`src/rtl/seqdet_pkg.sv`:
```
`default_nettype none
// ============================================================================
// Module  : seqdet_pkg
// Brief   : Shared constants, overlap-mode encoding and width helper for the
//           parametrised serial sequence detector.
// Rev     : 1.0
// ============================================================================
package seqdet_pkg;

    localparam int DEF_MAX_LEN = 8;
    localparam int DEF_CNT_W   = 16;

    typedef enum logic {
        OVL_OFF = 1'b0,
        OVL_ON  = 1'b1
    } ovl_mode_e;

    // cfg_len must hold values 0..MAX_LEN inclusive.
    function automatic int calc_lw(input int max_len);
        return $clog2(max_len) + 1;
    endfunction

endpackage : seqdet_pkg
`default_nettype wire

```
`src/rtl/seqdet_cmp.sv`:
```
`default_nettype none
// ============================================================================
// Module  : seqdet_cmp
// Brief   : Combinational masked compare of the {history, data_in} word
//           against the pattern over the low i_len bits.
// Rev     : 1.0
// ============================================================================
module seqdet_cmp
    import seqdet_pkg::*;
#(
    parameter int MAX_LEN = DEF_MAX_LEN,
    parameter int LW      = calc_lw(DEF_MAX_LEN)
)(
    input  logic [MAX_LEN-1:0] i_word,
    input  logic [MAX_LEN-1:0] i_pattern,
    input  logic [LW-1:0]      i_len,
    output logic               o_hit
);

    logic [MAX_LEN-1:0] w_mask;

    always_comb begin
        w_mask = '0;
        for (int k = 0; k < MAX_LEN; k++) begin
            w_mask[k] = (k < int'(i_len));
        end
    end

    assign o_hit = (((i_word ^ i_pattern) & w_mask) == '0);

endmodule : seqdet_cmp
`default_nettype wire

```
`src/rtl/seq_detector_param.sv`:
```
`default_nettype none
// ============================================================================
// Module  : seq_detector_param
// Brief   : Runtime-configurable serial sequence detector with shadow config,
//           Mealy match, registered match and optional saturating counter
//           (counter and match_count port present only with SEQDET_COUNT_EN).
// Rev     : 1.0
// ============================================================================
module seq_detector_param
    import seqdet_pkg::*;
#(
    parameter int MAX_LEN = DEF_MAX_LEN,
    parameter int LW      = calc_lw(MAX_LEN),
    parameter int CNT_W   = DEF_CNT_W
)(
    input  logic               clk,
    input  logic               rst,
    input  logic               cfg_load,
    input  logic [MAX_LEN-1:0] cfg_pattern,
    input  logic [LW-1:0]      cfg_len,
    input  logic               cfg_overlap,
    input  logic               data_valid,
    input  logic               data_in,
    output logic               match,
    output logic               match_q
`ifdef SEQDET_COUNT_EN
    ,
    output logic [CNT_W-1:0]   match_count
`endif
);

    localparam logic [LW-1:0] C_MAX_LEN  = LW'(MAX_LEN);
    localparam logic [LW-1:0] C_FILL_MAX = LW'(MAX_LEN - 1);

    logic [MAX_LEN-1:0] r_pat;
    logic [LW-1:0]      r_len;
    ovl_mode_e          r_ovl;
    logic [MAX_LEN-2:0] r_hist;
    logic [LW-1:0]      r_fill;
    logic               r_match_q;

    logic [MAX_LEN-1:0] w_word;
    logic [LW-1:0]      w_len_in;
    logic               w_hit;
    logic               w_fill_ok;
    logic               w_match;

    assign w_word   = {r_hist, data_in};
    assign w_len_in = (cfg_len > C_MAX_LEN) ? C_MAX_LEN : cfg_len;

    seqdet_cmp #(
        .MAX_LEN (MAX_LEN),
        .LW      (LW)
    ) u_cmp (
        .i_word    (w_word),
        .i_pattern (r_pat),
        .i_len     (r_len),
        .o_hit     (w_hit)
    );

    // r_len - 1 wraps when r_len is 0, but that case is already gated off.
    assign w_fill_ok = (r_fill >= (r_len - LW'(1)));
    assign w_match   = data_valid & ~cfg_load & (r_len != '0) & w_fill_ok & w_hit;
    assign match     = w_match;
    assign match_q   = r_match_q;

    always_ff @(posedge clk or negedge rst) begin
        if (!rst) begin
            r_pat     <= '0;
            r_len     <= '0;
            r_ovl     <= OVL_ON;
            r_hist    <= '0;
            r_fill    <= '0;
            r_match_q <= 1'b0;
        end else begin
            r_match_q <= w_match;
            if (cfg_load) begin
                r_pat  <= cfg_pattern;
                r_len  <= w_len_in;
                r_ovl  <= ovl_mode_e'(cfg_overlap);
                r_hist <= '0;
                r_fill <= '0;
            end else if (data_valid) begin
                if (w_match && (r_ovl == OVL_OFF)) begin
                    r_hist <= '0;
                    r_fill <= '0;
                end else begin
                    r_hist <= w_word[MAX_LEN-2:0];
                    if (r_fill != C_FILL_MAX) begin
                        r_fill <= r_fill + LW'(1);
                    end
                end
            end
        end
    end

`ifdef SEQDET_COUNT_EN
    logic [CNT_W-1:0] r_cnt;

    always_ff @(posedge clk or negedge rst) begin
        if (!rst) begin
            r_cnt <= '0;
        end else if (w_match && (r_cnt != {CNT_W{1'b1}})) begin
            r_cnt <= r_cnt + CNT_W'(1);
        end
    end

    assign match_count = r_cnt;
`endif

endmodule : seq_detector_param
`default_nettype wire

```
`config.mk`:
```
export PLATFORM = sky130hd
export DESIGN_NAME = seq_detector_param
export DESIGN_NICKNAME = d
export VERILOG_FILES = /design/src/rtl/seqdet_pkg.sv /design/src/rtl/seqdet_cmp.sv /design/src/rtl/seq_detector_param.sv
export SDC_FILE = /design/constraint.sdc
export NUM_CORES = 1
export LEC_CHECK = 0
export ABC_AREA = 1
export CORE_AREA = 2 2 82 53
export CTS_CLUSTER_SIZE = 8
export DETAILED_ROUTE_END_ITERATION = 10
export DIE_AREA = 0 0 84 55
export GPL_ROUTABILITY_DRIVEN = 0
export GPL_TIMING_DRIVEN = 0
export PLACE_DENSITY = 0.69
export SLEW_MARGIN = 20
export SYNTH_ARGS = -nofsm -noshare
export SYNTH_HDL_FRONTEND = slang
export SYNTH_SLANG_ARGS = --single-unit
```
`constraint.sdc`:
```
create_clock -name clk -period 2.3 [get_ports clk]
set_input_delay 0.345 -clock clk [delete_from_list [all_inputs] [get_ports clk]]
set_output_delay 0.345 -clock clk [all_outputs]
set_load 0.05 [all_outputs]
```
==> results.md <==
* Die W at 84 um
* Period utilization at 101%
* Mean Syn Cell Area at 7.41 um^2
* Clock power frac at 24.4%
* First-pass GRT wire length at 5.38 mm
* DR vias at 1263
* Post-Layout Cell Count at 285
* CTS tree: yes
* Hold WS at 0.0493 ns
* Core area at 3900 um^2
* Total GRT Usage at 15.3%
* Port Buffer Count at 19
* Vias/cell at 4.43
* Sequential share of the synthesized area at 42.5%
* R2R Setup Slk at 0.22 ns
* Worst R2R Start: r_len[1]
* Total leakage power at 1.00 nW
* CP required at 1.96 ns
* Placed Cells at 268
* Worst Tran Pin Value at 0.564 ns
* Critical path class: flip-flop to output pin
* H-Tree Depth at 1
* Max rail drop VDD at 0.214 mV
* Final Hold Viols at 0
* Fin area at 1930 um^2
* Clock Tree Buf Depth at 2
* Area after DPL at 1720 um^2
* Reg2reg end: r_hist[5]
* Sequential power share at 47.2%
* CP Capture Type: output pin
* CP startpoint: r_len[1]
* PwrDens at 568 nW/um^2
* Starting Density at 37.9%
* Arrival time at the worst endpoint at 1.97 ns
* Netlist area before placement at 1480 um^2
* Synth cell types at 22
* Reg clk slew, reported paths at 0.09 ns
* Internal Pwr Total at 0.751 mW
* Layout cell share with drive strength beyond 1 at 18.3%
* Power share of the combinational group at 28.3%
* NetSw at 0.346 mW
* Commonest non-fill, non-tap cell in the layout: nand2_1
* Max FO, Critical Path at 4
* Slew margin rel. at 62.4%
* Worst-skew pair later-pin latency at 0.27 ns
* Setup slack after layout at -0.0116 ns
* Max Clk Rate at 433 MHz
* Fin Clk Skew at 0.00783 ns
* YS warnings at 0
* CTS buffer count at 3
* Initial antenna violation count at 0
* Type of the tightest min-delay check: primary input to async pin
* Congestion Overflow GR at 0
* CTS root buf: clkbuf_8
* Switching Fraction at 31.5%
* Share of the synthesized area in the top cell type at 40.7%
* Main area contributors after synthesis: dfrtp_1, nand2_1, inv_1
* DRC viols at 0
* FF+latch count, synth at 25
* Detail Route Antenna Nets at 0
* R2R depth at 16
* Final net count at 262
* Total Wirelength at 3.23 mm
* Setup violators final at 1
* Max-slew violations at 0
* Clock sinks at 25
* Synth Net Count at 225
* MaxCap Viol Count at 0
* Most frequent cells in the layout: nand2_1, inv_1, dfrtp_1
* Chip Height at 55 um
* HPWL Detailed at 2.34 mm
* Failing checks: negative setup slack
* I/O pin count at 20
* RSZ-0062 raised after global routing: true
* Vias in the first global route at 1199
* Run status: complete, but fails checks
* Mapped Cells at 199
* DR WL/cell at 11.3 um
* Crit path time final at 2.31 ns
* Area grow syn2layout at 31.0%
* Starting DRT DRC Count at 69
* Total power at 1.10 mW
* 1st-pass router iterations at 4
* Largest net degree at the start of global routing at 26
* N_diodes at 0
* Core Util, Final at 49.6%
* CP Launch Type: flip-flop
* Yosys top cell by area: dfrtp_1
* Floorplan row count at 18
* Die area at 4620 um^2
## how the worst max path moves through the flow
| stage | cells after the start | endpoint |
|---|---|---|
| 4_1_cts | 13 | match |
| 6_report | 13 | match |
| 3_3_place_gp | 13 | match |
| 5_1_grt | 13 | match |
| 2_1_floorplan | 12 | match |
| 3_5_place_dp | 13 | match |
## kinds of logic (layout without fill, tap and decap cells)
family | count (synthesis) | in the layout | synth area share (%)
compound gates | 16 | 16 | 6.36
buf+inv | 35 | 71 | 10.0
simple gates | 111 | 111 | 32.0
fa+ha+maj | 8 | 8 | 6.79
xor+xnor | 4 | 4 | 2.38
flops | 25 | 25 | 42.5
## metrics by stage
step	TNS, ns	worst slack (ns)
floorplan	0	0.149
finish	-0.0116	-0.0116
global placement	-0.526	-0.526
global route	-0.134	-0.134
CTS	-0.0506	-0.0506
detailed placement	-0.575	-0.575
## Yosys cell counts
library cell  count
nand4_1           6
nor2_1            3
nor2_2            3
dfstp_2           1
nand2_2           2
inv_1            30
a21boi_4          1
o21ai_0          11
inv_4             1
ha_1              8
clkbuf_1          2
dfrtp_1          24
nand2_1          88
bufinv_8          1
nand2_4           1
xor2_1            2
xnor2_1           2
nand3_2           2
a21oi_1           3
inv_2             1
nand3_1           6
o21ai_1           1
## what timing repair did
| action | CTS | global route |
|---|---|---|
| resized for setup | 17 | 5 |
| setup buffers | 6 | 7 |
| setup endpoints to repair | 1 | 1 |
| hold buffers | 0 | 0 |
| pin swaps | 1 | 6 |
## final cells by class
type	instances	area, um^2
buffer	2	7.51
inverter	33	140
multi-input combinational	139	761
sequential	25	628
fill	385	1960
timing repair buffer	32	288
tap	50	62.6
clock buffer	4	45.0
## flip-flops by register name (all words and copies together) (netlist names)
name,count
r_len,4
match_q,1
r_hist,7
r_fill,4
r_pat,8
r_ovl,1
## routing by layer
layer  vias up  GRT usage [%]  share of wire [%]
met5         -              0                  0
met4         0           3.23               0.22
met3         2           4.30                4.7
met2        26           25.5                 41
met1       555           20.5                 54
li1        680              -                  -
## power by group through the flow
stage	Combinational (mW)	Clock (mW)	Sequential [mW]
2_1_floorplan	0.173	0	0.515
3_3_place_gp	0.246	0	0.524
3_5_place_dp	0.251	0	0.525
4_1_cts	0.277	0.276	0.514
5_1_grt	0.356	0.293	0.524
6_report	0.311	0.268	0.518
## critical path, stage by stage, from the launching register on
cell     delay, ns
dfrtp_1       0.40
inv_2         0.12
nand3_2       0.10
xor2_2        0.17
ha_4          0.29
nand2_2       0.05
inv_2         0.04
nand2_1       0.04
nand3_1       0.07
nand2_1       0.07
inv_2         0.08
nand3_4       0.07
inv_2         0.08
buf_8         0.14
No activity file was read; power rests on OpenSTA's default activity.
